File: src/rtl/gpu_pkg.sv
// Shared types for the filter GPU execute path: ALU opcodes, NZCV flag layout
// and the default vector geometry.
package gpu_pkg;

  localparam int LANES_DEF = 3;
  localparam int WIDTH_DEF = 18;

  typedef enum logic [3:0] {
    ALU_ADD  = 4'd0,
    ALU_SUB  = 4'd1,
    ALU_AND  = 4'd2,
    ALU_ORR  = 4'd3,
    ALU_EOR  = 4'd4,
    ALU_MOVB = 4'd5,
    ALU_LSL  = 4'd6,
    ALU_LSR  = 4'd7,
    ALU_CMP  = 4'd8
  } alu_op_t;

  typedef struct packed {
    logic n;
    logic z;
    logic c;
    logic v;
  } flags_t;

endpackage

File: src/rtl/vec_alu_lane.sv
// One lane of the SIMD ALU: combinational WIDTH-bit operation with NZCV taken
// from the unsaturated result, optional signed saturation on ADD/SUB/CMP.
module vec_alu_lane
  import gpu_pkg::*;
#(
  parameter int WIDTH  = WIDTH_DEF,
  parameter int SAT_EN = 0
) (
  input  logic [WIDTH-1:0] a,
  input  logic [WIDTH-1:0] b,
  input  logic [3:0]       op,
  output logic [WIDTH-1:0] result,
  output flags_t           nzcv
);

  localparam logic [WIDTH-1:0] MAX_POS = {1'b0, {(WIDTH-1){1'b1}}};
  localparam logic [WIDTH-1:0] MIN_NEG = {1'b1, {(WIDTH-1){1'b0}}};

  // On signed overflow the true result lies beyond the range on the side of a's sign.
  function automatic logic [WIDTH-1:0] sat_clamp(input logic [WIDTH-1:0] raw,
                                                 input logic ovf, input logic a_neg);
    if (SAT_EN != 0 && ovf) return a_neg ? MIN_NEG : MAX_POS;
    return raw;
  endfunction

  logic [WIDTH:0]   sum;
  logic [WIDTH:0]   diff;
  logic [WIDTH-1:0] raw;
  logic             c;
  logic             v;
  logic             arith;

  always_comb begin
    sum   = {1'b0, a} + {1'b0, b};
    diff  = {1'b0, a} + {1'b0, ~b} + (WIDTH+1)'(1);
    raw   = '0;
    c     = 1'b0;
    v     = 1'b0;
    arith = 1'b0;
    case (alu_op_t'(op))
      ALU_ADD: begin
        raw   = sum[WIDTH-1:0];
        c     = sum[WIDTH];
        v     = (a[WIDTH-1] == b[WIDTH-1]) && (raw[WIDTH-1] != a[WIDTH-1]);
        arith = 1'b1;
      end
      ALU_SUB, ALU_CMP: begin
        raw   = diff[WIDTH-1:0];
        c     = diff[WIDTH];
        v     = (a[WIDTH-1] != b[WIDTH-1]) && (raw[WIDTH-1] != a[WIDTH-1]);
        arith = 1'b1;
      end
      ALU_AND:  raw = a & b;
      ALU_ORR:  raw = a | b;
      ALU_EOR:  raw = a ^ b;
      ALU_MOVB: raw = b;
      ALU_LSL:  raw = (int'(b[4:0]) >= WIDTH) ? '0 : (a << b[4:0]);
      ALU_LSR:  raw = (int'(b[4:0]) >= WIDTH) ? '0 : (a >> b[4:0]);
      default:  raw = '0;
    endcase
    result = arith ? sat_clamp(raw, v, a[WIDTH-1]) : raw;
    nzcv   = '{n: raw[WIDTH-1], z: (raw == '0), c: c, v: v};
  end

endmodule

File: src/rtl/vec_exec_stage.sv
// SIMD execute stage: ID/EX register, M/W operand forwarding, per-lane ALU,
// neighbour address generation, NZCV storage, load-use detection, EX/MEM register.
module vec_exec_stage
  import gpu_pkg::*;
#(
  parameter int LANES  = LANES_DEF,
  parameter int WIDTH  = WIDTH_DEF,
  parameter int ADDR_W = 10,
  parameter int STRIDE = 1,
  parameter int SAT_EN = 0
) (
  input  logic                   CLK,
  input  logic                   RST,
  input  logic                   valid_d,
  input  logic [LANES*WIDTH-1:0] rd1_d,
  input  logic [LANES*WIDTH-1:0] rd2_d,
  input  logic [WIDTH-1:0]       imm_d,
  input  logic [3:0]             ra1_d,
  input  logic [3:0]             ra2_d,
  input  logic [3:0]             wa3_d,
  input  logic [3:0]             alu_ctrl_d,
  input  logic                   alu_src_d,
  input  logic                   reg_write_d,
  input  logic                   mem_to_reg_d,
  input  logic                   mem_write_d,
  input  logic                   flag_write_d,
  input  logic                   stall_e,
  input  logic                   flush_e,
  input  logic [3:0]             wa3_w,
  input  logic                   reg_write_w,
  input  logic [LANES*WIDTH-1:0] result_w,
  output logic                   ldu_stall,
  output logic                   valid_m,
  output logic [LANES*WIDTH-1:0] alu_result_m,
  output logic [LANES*WIDTH-1:0] write_data_m,
  output logic [ADDR_W-1:0]      addr_p_m,
  output logic [ADDR_W-1:0]      addr_n_m,
  output logic [3:0]             wa3_m,
  output logic                   reg_write_m,
  output logic                   mem_to_reg_m,
  output logic                   mem_write_m,
  output logic [3:0]             flags
);

  localparam int VW = LANES * WIDTH;

  typedef struct packed {
    logic          valid;
    logic [VW-1:0] rd1;
    logic [VW-1:0] rd2;
    logic [WIDTH-1:0] imm;
    logic [3:0]    ra1;
    logic [3:0]    ra2;
    logic [3:0]    wa3;
    logic [3:0]    alu_ctrl;
    logic          alu_src;
    logic          reg_write;
    logic          mem_to_reg;
    logic          mem_write;
    logic          flag_write;
  } idex_t;

  typedef struct packed {
    logic              valid;
    logic [VW-1:0]     alu_result;
    logic [VW-1:0]     write_data;
    logic [ADDR_W-1:0] addr_p;
    logic [ADDR_W-1:0] addr_n;
    logic [3:0]        wa3;
    logic              reg_write;
    logic              mem_to_reg;
    logic              mem_write;
  } exmem_t;

  idex_t   idex_q, idex_d;
  exmem_t  exmem_q, exmem_d;
  flags_t  flags_q, flags_d;

  logic          m_fwd_ok;
  logic [VW-1:0] fwd_a, fwd_b, op_b, alu_res_e;
  flags_t        lane_nzcv [LANES];

  // ---- D -> E boundary ----
  always_comb begin
    idex_d = idex_q;
    if (flush_e) begin
      idex_d = '0;
    end else if (!stall_e) begin
      idex_d = '{valid: valid_d, rd1: rd1_d, rd2: rd2_d, imm: imm_d,
                 ra1: ra1_d, ra2: ra2_d, wa3: wa3_d, alu_ctrl: alu_ctrl_d,
                 alu_src: alu_src_d, reg_write: reg_write_d,
                 mem_to_reg: mem_to_reg_d, mem_write: mem_write_d,
                 flag_write: flag_write_d};
    end
  end

  assign ldu_stall = idex_q.valid & idex_q.mem_to_reg & valid_d &
                     ((idex_q.wa3 == ra1_d) | (idex_q.wa3 == ra2_d));

  // A load in M has no data yet, so only ALU producers forward from M.
  always_comb begin
    m_fwd_ok = exmem_q.valid & exmem_q.reg_write & ~exmem_q.mem_to_reg;
    fwd_a = (m_fwd_ok && exmem_q.wa3 == idex_q.ra1) ? exmem_q.alu_result :
            (reg_write_w && wa3_w == idex_q.ra1)    ? result_w : idex_q.rd1;
    fwd_b = (m_fwd_ok && exmem_q.wa3 == idex_q.ra2) ? exmem_q.alu_result :
            (reg_write_w && wa3_w == idex_q.ra2)    ? result_w : idex_q.rd2;
    op_b  = idex_q.alu_src ? {LANES{idex_q.imm}} : fwd_b;
  end

  for (genvar g = 0; g < LANES; g++) begin : g_lane
    vec_alu_lane #(.WIDTH(WIDTH), .SAT_EN(SAT_EN)) u_lane (
      .a      (fwd_a[g*WIDTH +: WIDTH]),
      .b      (op_b[g*WIDTH +: WIDTH]),
      .op     (idex_q.alu_ctrl),
      .result (alu_res_e[g*WIDTH +: WIDTH]),
      .nzcv   (lane_nzcv[g])
    );
  end

  always_comb begin
    flags_d = flags_q;
    if (idex_q.valid && idex_q.flag_write) flags_d = lane_nzcv[0];
  end

  // ---- E -> M boundary ----
  always_comb begin
    exmem_d = '0;
    if (!stall_e) begin
      exmem_d.valid      = idex_q.valid;
      exmem_d.alu_result = alu_res_e;
      exmem_d.write_data = fwd_b;
      exmem_d.addr_p     = alu_res_e[ADDR_W-1:0] + ADDR_W'(STRIDE);
      exmem_d.addr_n     = alu_res_e[ADDR_W-1:0] - ADDR_W'(STRIDE);
      exmem_d.wa3        = idex_q.wa3;
      exmem_d.reg_write  = idex_q.valid & idex_q.reg_write &
                           (idex_q.alu_ctrl != 4'(ALU_CMP));
      exmem_d.mem_to_reg = idex_q.valid & idex_q.mem_to_reg;
      exmem_d.mem_write  = idex_q.valid & idex_q.mem_write;
    end
  end

  always_ff @(posedge CLK or posedge RST) begin
    if (RST) begin
      idex_q  <= '0;
      exmem_q <= '0;
      flags_q <= '0;
    end else begin
      idex_q  <= idex_d;
      exmem_q <= exmem_d;
      flags_q <= flags_d;
    end
  end

  assign valid_m      = exmem_q.valid;
  assign alu_result_m = exmem_q.alu_result;
  assign write_data_m = exmem_q.write_data;
  assign addr_p_m     = exmem_q.addr_p;
  assign addr_n_m     = exmem_q.addr_n;
  assign wa3_m        = exmem_q.wa3;
  assign reg_write_m  = exmem_q.reg_write;
  assign mem_to_reg_m = exmem_q.mem_to_reg;
  assign mem_write_m  = exmem_q.mem_write;
  assign flags        = flags_q;

endmodule

File: config.mk
export PLATFORM = sky130hd
export DESIGN_NAME = vec_exec_stage
export DESIGN_NICKNAME = d
export VERILOG_FILES = /design/src/rtl/gpu_pkg.sv /design/src/rtl/vec_alu_lane.sv /design/src/rtl/vec_exec_stage.sv
export SDC_FILE = /design/constraint.sdc
export NUM_CORES = 1
export LEC_CHECK = 0
export CAP_MARGIN = 20
export CORE_MARGIN = 3
export CORE_UTILIZATION = 50
export CTS_BUF_LIST = sky130_fd_sc_hd__clkbuf_8
export CTS_CLUSTER_DIAMETER = 40
export CTS_CLUSTER_SIZE = 24
export DETAILED_ROUTE_END_ITERATION = 10
export PLACE_DENSITY = 0.77
export RECOVER_POWER = 50
export SLEW_MARGIN = 20
export SYNTH_ARGS = -nofsm -noshare
export SYNTH_HDL_FRONTEND = slang
export SYNTH_SLANG_ARGS = --single-unit
File: constraint.sdc
create_clock -name CLK -period 11.73 [get_ports CLK]
set_input_delay 2.346 -clock CLK [delete_from_list [all_inputs] [get_ports CLK]]
set_output_delay 2.346 -clock CLK [all_outputs]
set_load 0.03 [all_outputs]
* After elaboration in Yosys (flattened, before gate mapping)
Index checks and enable logic that the tools add are counted.
** Operators by class
- Add/subtract/negate cells :: 11
- Magnitude comparators :: 3
- Equality and inequality tests :: 20
- Shift operators :: 6
- Muxes and demuxes :: 19
- Bitwise logic cells :: 22
- Reduce and logical (&&, ||, !) cells :: 10
** Operators by type and width (count)
- one-hot mux 18 bit (8 select lines) :: 3
- two-way mux 148 bit :: 2
- two-way mux 54 bit :: 5
- two-way mux 136 bit :: 1
- two-way mux 18 bit :: 6
- adder 18 bit :: 4
- AND 18 bit :: 3
- NOT 18 bit :: 3
- OR 18 bit :: 3
- << shifter 18 x 5 -> 18 bit :: 3
- right shift 18 x 5 -> 18 bit :: 3
- bitwise XOR 18 bit :: 3
- adder 18 x 18 -> 19 bit :: 2
- adder 18 x 1 -> 18 bit, second input constant :: 2
- equality test 4 bit :: 6
- adder 19 x 1 -> 19 bit, second input constant :: 1
- zero test 18 bit :: 1
- equality test 4 x 3 -> 1 bit, second input constant :: 4
- greater-or-equal comparator 5 bit, second input constant :: 3
- adder 10 x 1 -> 10 bit, second input constant :: 1
- subtractor 10 x 1 -> 10 bit, second input constant :: 1
- AND 1 bit :: 8
- equality test 4 x 2 -> 1 bit, second input constant :: 2
- logical AND 1 bit :: 7
- 11 further kinds :: 14
** Storage, ports and cells
- Flip-flop bits (word level) :: 288
- Bits of input ports :: 211
- Logic and storage cells :: 117

* Longest topological paths before layout
Gate-level depths: netlist (run 1).
- Word-level depth :: 11
- Depth in mapped cells :: 26

* Modules after synthesis
A second synthesis (run 1) with hierarchy kept.
** Second synthesis, totals
- Cells, all modules :: 3384
- Area total of the unflattened synthesis :: 28791.4 µm²
** Modules (own cells, without submodules)
- vec_exec_stage :: times used 1, cells an instance 1306, area an instance 13853.3 µm², seq. area each 7181.9 µm²
- vec_alu_lane (g_lane[1].u_lane ...) :: times used 2, cells an instance 699, area an instance 5068.6 µm², seq. area each 0.0 µm²
- vec_alu_lane (g_lane[0].u_lane) :: times used 1, cells an instance 680, area an instance 4800.9 µm², seq. area each 0.0 µm²

* Least setup slack after synthesis (run 1)
Ideal clock, no wire load.
- Kind :: input -> register
- From :: in wa3_w[3]
- To :: reg flags_q (netlist bit flags[2])
- Setup time :: 92 ps
- Arrival :: 7024 ps
- Required time :: 11638 ps
- Slack :: 4614 ps
- Cell stages on the path :: 25
- Path buffers :: 4
- Path through :: xnor2_1 -> and3_4 -> buf_6 -> nand3_1 -> a311o_1 -> and2_4 -> inv_2 -> buf_2 -> buf_2 -> buf_2 -> ha_1 -> inv_1 -> fa_1 -> nor2_1 -> o221ai_1 -> nand2b_1 -> a21oi_1 -> a221oi_1 -> nor2_1 -> a211oi_1 -> o221ai_1 -> a2111oi_2 -> and4_1 -> nand2_1 -> o31ai_2
** Between the ends
- Longest elaborated chain between the ends :: 10
** Ends and longest elaborated chain
- start: declaration :: line vec_exec_stage.sv:29 : input logic [3:0] wa3_w,
- equality test 4 bit :: line vec_exec_stage.sv:106 : (reg_write_w && wa3_w == idex_q.ra2) ? result_w : idex_q.rd2;
- logical AND 1 bit :: line vec_exec_stage.sv:106
- two-way mux 54 bit :: line vec_exec_stage.sv:106
- two-way mux 54 bit :: line vec_exec_stage.sv:105 : fwd_b = (m_fwd_ok && exmem_q.wa3 == idex_q.ra2) ? exmem_q.alu_result :
- two-way mux 54 bit :: line vec_exec_stage.sv:107 : op_b = idex_q.alu_src ? {LANES{idex_q.imm}} : fwd_b;
- NOT 18 bit :: line vec_alu_lane.sv:35 : diff = {1'b0, a} + {1'b0, ~b} + (WIDTH+1)'(1);
- adder 18 x 18 -> 19 bit :: line vec_alu_lane.sv:35
- adder 19 x 1 -> 19 bit :: line vec_alu_lane.sv:35
- one-hot mux 18 bit (8 select lines) (*) :: line vec_alu_lane.sv:40 : case (alu_op_t'(op))
- zero test 18 bit (*) :: line vec_alu_lane.sv:62 : nzcv = '{n: raw[WIDTH-1], z: (raw == '0), c: c, v: v};
- end signal: assignment :: line vec_exec_stage.sv:150 : flags_q <= flags_d;
- end: declaration :: line vec_exec_stage.sv:77 : flags_t flags_q, flags_d;
Mark *: on every way between the ends. The rest lies on a longest branch, timed or not.
A chain may end at the register's enable or synchronous reset.

* Worst setup path after layout (run 1)
- From :: in stall_e
- To :: reg idex_q[63] (netlist bit)
** Between the ends
- Longest elaborated chain between the ends :: 1
** Ends and longest elaborated chain
- start: declaration :: line vec_exec_stage.sv:27 : input logic stall_e,
- inequality test 2 x 1 -> 1 bit (no source line)
- end signal: assignment :: line vec_exec_stage.sv:148 : idex_q <= idex_d;
- end: declaration :: line vec_exec_stage.sv:75 : idex_t idex_q, idex_d;
Every way passes these cells.

==> results of run 1 <==
-- metrics by stage --
step / utilization [%] / hold slack (ns) / std cells
2_1_floorplan: - / 0.453 / 3224
3_3_place_gp: 59.1 / 0.467 / 4091
3_5_place_dp: 59.1 / 0.481 / 4091
4_1_cts: 60.9 / 0.490 / 4161
5_1_grt: 60.9 / 0.516 / 4162
6_report: 60.9 / 0.486 / 4165
-- critical path: stages --
cell	delay, ns
clkbuf_1	2.21
clkbuf_1	3.13
buf_4	1.04
mux2i_1	0.28
nor2_1	0.06
-- per-layer routing --
layer | routed length (um) | up-vias
met5 | 79 | -
met4 | 5210 | 10
met1 | 44900 | 13200
li1 | - | 12200
met2 | 46100 | 2062
met3 | 15100 | 346
-- cells by family after synthesis --
kind of cell	Yosys count
xor gates and xnor gates	46
and+or+nand+nor	1112
adders and majority gates	180
AOI/OAI and AO/OA	896
muxes	309
DFF	287
buffers and inverters	394
-- power by group --
part	internal (mW)	leakage, nW	switching (mW)
combinational	0.552	9.29	0.927
sequential	1.07	3.83	0.106
clock	0.470	0.478	0.467
-- worst max-delay path by stage --
stage                     startpoint     endpoint  slack [ns]
after floorplan                  RST  addr_n_m[0]        1.46
after global placement      wa3_w[1]     flags[2]        2.91
after detailed placement    wa3_w[1]     flags[2]        2.84
after CTS                   wa3_w[1]     flags[2]        3.50
after global routing         stall_e   idex_q[63]        2.50
final                        stall_e   idex_q[63]        2.84
-- placed cells by master, fill, tap and decap left out, drive strengths merged, types with 93 or more instances in the layout --
cell type / synthesis / layout
nor2: 390 / 390
ha: 174 / 174
inv: 157 / 172
nand3: 119 / 119
dfrtp: 287 / 287
nand2: 312 / 312
o21ai: 217 / 217
mux2i: 276 / 276
a31oi: 93 / 93
a21oi: 152 / 152
clkdlybuf4s50: 0 / 348
-- cell type report --
cell class                 count  area, sq um
fill                        4483        19800
timing repair buffer         428         4080
antenna                        4         10.0
multi-input combinational   2543        17200
clock inverter                28          348
inverter                     161          607
sequential                   287         7180
tap                          672          841
clock buffer                  42          578
-- state kept, by name, summed over array words and instances (netlist names) --
signal        cells
alu_result_m     54
mem_to_reg_m      1
reg_write_m       1
mem_write_m       1
flags             4
write_data_m     54
addr_p_m          9
wa3_m             4
addr_n_m         10
valid_m           1
idex_q          148
==> impl_metrics.csv, run 1 <==
group,metric,value,unit
status,status,"complete, but fails checks",
status,violations,"capacitance limit, slew limit",
hold_path,hold_depth,1,
drt,avgViaCountPerCell,6.66,
final_layout,postLayoutCellArea,30800,sq um
logic_synthesis,netlist_area,25800,sq um
floorplanning,rows,82,
cts,cts_tree,"yes",
sta,clock_skew,0.0490,ns
cts,clk_latency,0.63,ns
setup_path,critPathKind,"in2reg",
flow_run,drv_cap,6,
drt,num_vias,27800,
place,port_buffers,351,
logic_synthesis,synth_cell_types,106,
logic_synthesis,synthArstFlopShare,100,%
grt,grt_pass1_wl,164000,um
power,leakage,13.6,nW
hold_path,holdCritStartpoint,"idex_q[1]",
logic_synthesis,synth.top_cells.by_count,"nor2_1, nand2_1, dfrtp_1",
setup_path,reg2regPathDepth,20,
logic_synthesis,postSynthAreaPerCell,8.01,sq um
grt,antenna_found_initial,9,
sta,timing.slew.headroom,-275,%
logic_synthesis,synth_nets,3615,
final_layout,area.growth.synth_to_final,19.3,%
setup_path,cp_data_required_time,12.06,ns
sta,fmax,112,MHz
cts,cts_resized,0,
grt,grt_overflow,0,
final_layout,nNetsFinal,3851,
logic_synthesis,synth_largest_area_cell,"dfrtp_1",
logic_synthesis,synth_edf_count,0,
drt,routed_wl,111000,um
sta,period_minus_slack,8.89,ns
hold_path,min_to,"mem_write_m",
cts,cts_buffer_depth,3,
place,gp_congestion,1.06,
drt,first_pass_iters,6,
setup_path,r2r_end,"alu_result_m[35]",
logic_synthesis,synth.area.mux_share,12.3,%
floorplanning,initial_core_util,51.1,%
floorplanning,die_w,233,um
sta,fin_crit_sh,75.8,%
drt,ant_nets,0,
sta,tightest_slew,5.60,ns
power,vdd_drop_max,0.0000915,V
logic_synthesis,yosys-top-cells-area,"dfrtp_1, mux2i_1, ha_1",
setup_path,critPathArrivalTime,9.22,ns
cts,post-cts-setup-buffers,0,
setup_path,cp-start-kind,"input pin",
hold_path,hp-class,"reg2reg",
place,postPlaceCellArea,29900,sq um
logic_synthesis,synth_cells,3224,
floorplanning,coreArea,50600,sq um
floorplanning,io_pins,352,
grt,grt_util_met3,10.2,%
drt,drc,0,
final_layout,layout-drive-gt1-share,7.25,%
drt,drt_iter0_drc,4331,
logic_synthesis,synthFlopType,"dfrtp_1",
floorplanning,die-area,54400,sq um
drt,routedWlPerCell,26.8,um
logic_synthesis,synth_top_area_share,27.8,%
logic_synthesis,synth-simple-area-share,19.7,%
logic_synthesis,synth-xor-area-share,1.56,%
cts,numCtsBuffers,39,
power,design_power_total,3.59,mW
grt,grt_max_degree,171,
place,dp_hpwl,83900,um
cts,cts.htree.levels,2,
sta,finalHoldViolations,0,
logic_synthesis,ys_ff_latch,287,
sta,setup-tns-final,0,ns
cts,cts_hold_buf,0,
sta,final-setup-viol-count,0,
logic_synthesis,synth.yosys.seq_area_share,27.8,%
cts,clock_sink_count,287,
setup_path,regToRegStartpoint,"reg_write_m",
cts,clkSlewWorstSetupHoldPaths,0.08,ns
grt,gr-usage-met1,57.2,%
power,p_per_area,117,nW/um^2
grt,first_global_vias,25500,
logic_synthesis,synthAdderAreaFrac,8.90,%
logic_synthesis,yosysWarnings,0,
grt,grt_util_met2,57.0,%
floorplanning,die_h,233,um
setup_path,crit_fanout,67,
logic_synthesis,synth_compound_area_share,23.5,%
place,dp_slack,2.84,ns
sta,grt_setup_unrepaired,"no",
setup_path,r2r_setup_slack,4.80,ns
grt,grt_util_all_layers,39.7,%
logic_synthesis,synth_top_family_by_area,"compound AO/OA/AOI/OAI gates",
grt,globalRoute.busiestLayer,"met1",
sta,layout_setup_ws,2.84,ns
cts,cts_root_buf,"clkbuf_8",
sta,final-max-slew-violation-count,445,
setup_path,cp-end-kind,"flip-flop",
logic_synthesis,synth_most_common_cell,"nor2_1",
Note: power is estimated with default switching activity, not from simulation.
==> inputs of run 2 (changes only) <==
==> constraint.sdc (replaced) <==
create_clock -name CLK -period 8.33 [get_ports CLK]
set_input_delay 1.666 -clock CLK [delete_from_list [all_inputs] [get_ports CLK]]
set_output_delay 1.666 -clock CLK [all_outputs]
set_load 0.03 [all_outputs]
==> impl_metrics.csv, run 2 (synthesis gave the netlist of run 1 again) <==
group,metric,value,unit
status,status,"complete, but fails checks",
status,violations,"capacitance limit, slew limit",
power,p_clk_share,25.8,%
cts,numCtsBuffers,41,
grt,grt_max_degree,161,
setup_path,critPathArrivalTime,7.89,ns
place,dp_slack,0.749,ns
drt,routed_wl,113000,um
final_layout,largest_register_ffs,148,
drt,routedWlPerCell,27.0,um
power,seqPwrFrac,32.6,%
flow_run,drv_cap,7,
power,p_per_area,164,nW/um^2
final_layout,final_core_util,61.3,%
drt,num_vias,27700,
setup_path,crit_fanout,21,
grt,grt_overflow,0,
floorplanning,initial_core_util,51.1,%
setup_path,cp_data_required_time,8.84,ns
drt,avgViaCountPerCell,6.62,
grt,grt_pass1_wl,165000,um
sta,period_minus_slack,7.38,ns
cts,cts_tree,"yes",
sta,timing.slew.headroom,-172,%
cts,clkSlewWorstSetupHoldPaths,0.08,ns
setup_path,r2r_setup_slack,1.65,ns
drt,ant_nets,0,
final_layout,layout-drive-gt1-share,7.85,%
floorplanning,coreArea,50600,sq um
sta,fin_crit_sh,88.5,%
sta,clock_skew,0.0443,ns
hold_path,min_to,"flags[3]",
cts,cts_root_buf,"clkbuf_8",
floorplanning,die_w,233,um
final_layout,final_cell_mix,"nor2_1, clkdlybuf4s50_1, nand2_1, dfrtp_1, mux2i_1",
grt,antenna_found_initial,10,
sta,final-max-slew-violation-count,527,
cts,clock_sink_count,287,
grt,grt_util_all_layers,40.1,%
drt,m1WireLength,45000,um
sta,setup-tns-final,0,ns
setup_path,reg2regPathDepth,18,
place,dp_hpwl,85700,um
setup_path,critPathKind,"in2reg",
sta,fmax,136,MHz
cts,cts_hold_buf,0,
sta,final-setup-viol-count,0,
setup_path,regToRegStartpoint,"reg_write_m",
drt,first_pass_iters,6,
sta,tightest_slew,4.08,ns
cts,cts.htree.levels,2,
final_layout,layout_commonest_cell,"nor2_1",
floorplanning,io_pins,352,
final_layout,regMostFlops,"idex_q",
power,p_sw_share,41.6,%
setup_path,cp-end-kind,"flip-flop",
power,combPwrFrac,41.6,%
place,gp_congestion,1.02,
cts,cts_buffer_depth,3,
power,p_sw,2.11,mW
final_layout,nNetsFinal,3875,
grt,first_global_vias,25700,
hold_path,hold_depth,2,
power,leakage,13.7,nW
drt,drt_iter0_drc,4008,
cts,clk_latency,0.63,ns
hold_path,hp-class,"reg2reg",
setup_path,cp-start-kind,"input pin",
floorplanning,die-area,54400,sq um
cts,cts_resized,0,
floorplanning,rows,82,
power,vdd_drop_max,0.000166,V
drt,wl_met3,16300,um
drt,top_layer,"met5",
drt,routed-wl-met2,46900,um
sta,layout_setup_ws,0.954,ns
power,p_int,2.96,mW
place,port_buffers,351,
sta,finalHoldViolations,0,
setup_path,r2r_end,"addr_p_m[6]",
floorplanning,die_h,233,um
sta,grt_setup_unrepaired,"no",
drt,drc,0,
cts,post-cts-setup-buffers,0,
hold_path,holdCritStartpoint,"flags[3]",
final_layout,area.growth.synth_to_final,20.0,%
==> run 2: cell types whose count changed in the layout (fill, tap and decap cells not counted), moves of 2 or more <==
cell,change
inv_6,-2
clkbuf_2,+2
buf_4,+21
diode_2,+2
clkbuf_8,+4
clkinv_8,+3
==> run 2: per-layer routing <==
metal	GRT usage, %	vias up
met3	14.1	331
met1	55.8	13200
met2	57.5	1971
li1	-	12200
met5	1.29	-
met4	13.6	6
==> run 2: power groups by stage <==
stage	registers [mW]	clock network, mW	logic [mW]
after floorplan	1.74	0	1.15
after global placement	1.67	0	2.01
after detailed placement	1.66	0	2.02
after CTS	1.64	1.32	2.03
after global routing	1.65	1.38	2.23
final	1.65	1.31	2.11
==> run 2: final cells by class <==
cell class / count / area, sq um
Sequential cell: 287 / 7180
Timing Repair Buffer: 450 / 4240
Antenna cell: 6 / 15.0
Clock inverter: 27 / 320
Multi-Input combinational cell: 2543 / 17200
Clock buffer: 46 / 633
Tap cell: 672 / 841
Fill cell: 4464 / 19600
Inverter: 161 / 607
==> run 2: per-stage QoR <==
| step | hold WS, ns | total power [mW] | std cells | area, sq um |
|---|---|---|---|---|
| floorplan | 0.453 | 2.89 | 3224 | 25800 |
| global placement | 0.473 | 3.68 | 4113 | 30100 |
| detailed placement | 0.486 | 3.68 | 4113 | 30100 |
| CTS | 0.505 | 5.00 | 4186 | 31000 |
| global route | 0.527 | 5.27 | 4187 | 31000 |
| finish | 0.508 | 5.07 | 4192 | 31000 |
==> run 2: worst max-delay path, stage by stage <==
cell and delay, ns:
clkdlybuf4s50_1 0.48, xnor2_1 0.25, and2_1 0.42, nand2_2 0.39, a221oi_2 0.47, o31a_1 0.34, inv_2 0.23, ha_1 0.28
or2_2 0.28, o221ai_1 0.31, nand2b_1 0.10, a21oi_1 0.21, o22ai_1 0.10, a221o_1 0.33, a211oi_1 0.55, o221ai_1 0.27
a2111oi_2 0.39, buf_4 0.24, nor2_1 0.08, mux2_1 0.49
==> run 2: how the worst max path moves through the flow <==
stage          slack (ns)  cells past startpoint      from          end
2_1_floorplan        1.89                     25  wa3_w[3]     flags[2]
3_3_place_gp         0.85                     21  wa3_w[1]     flags[2]
3_5_place_dp         0.75                     19  wa3_w[1]     flags[2]
4_1_cts              1.38                     21  wa3_w[1]     flags[2]
5_1_grt              0.72                     21  wa3_w[1]  addr_n_m[8]
6_report             0.95                     20  wa3_w[1]  addr_p_m[6]
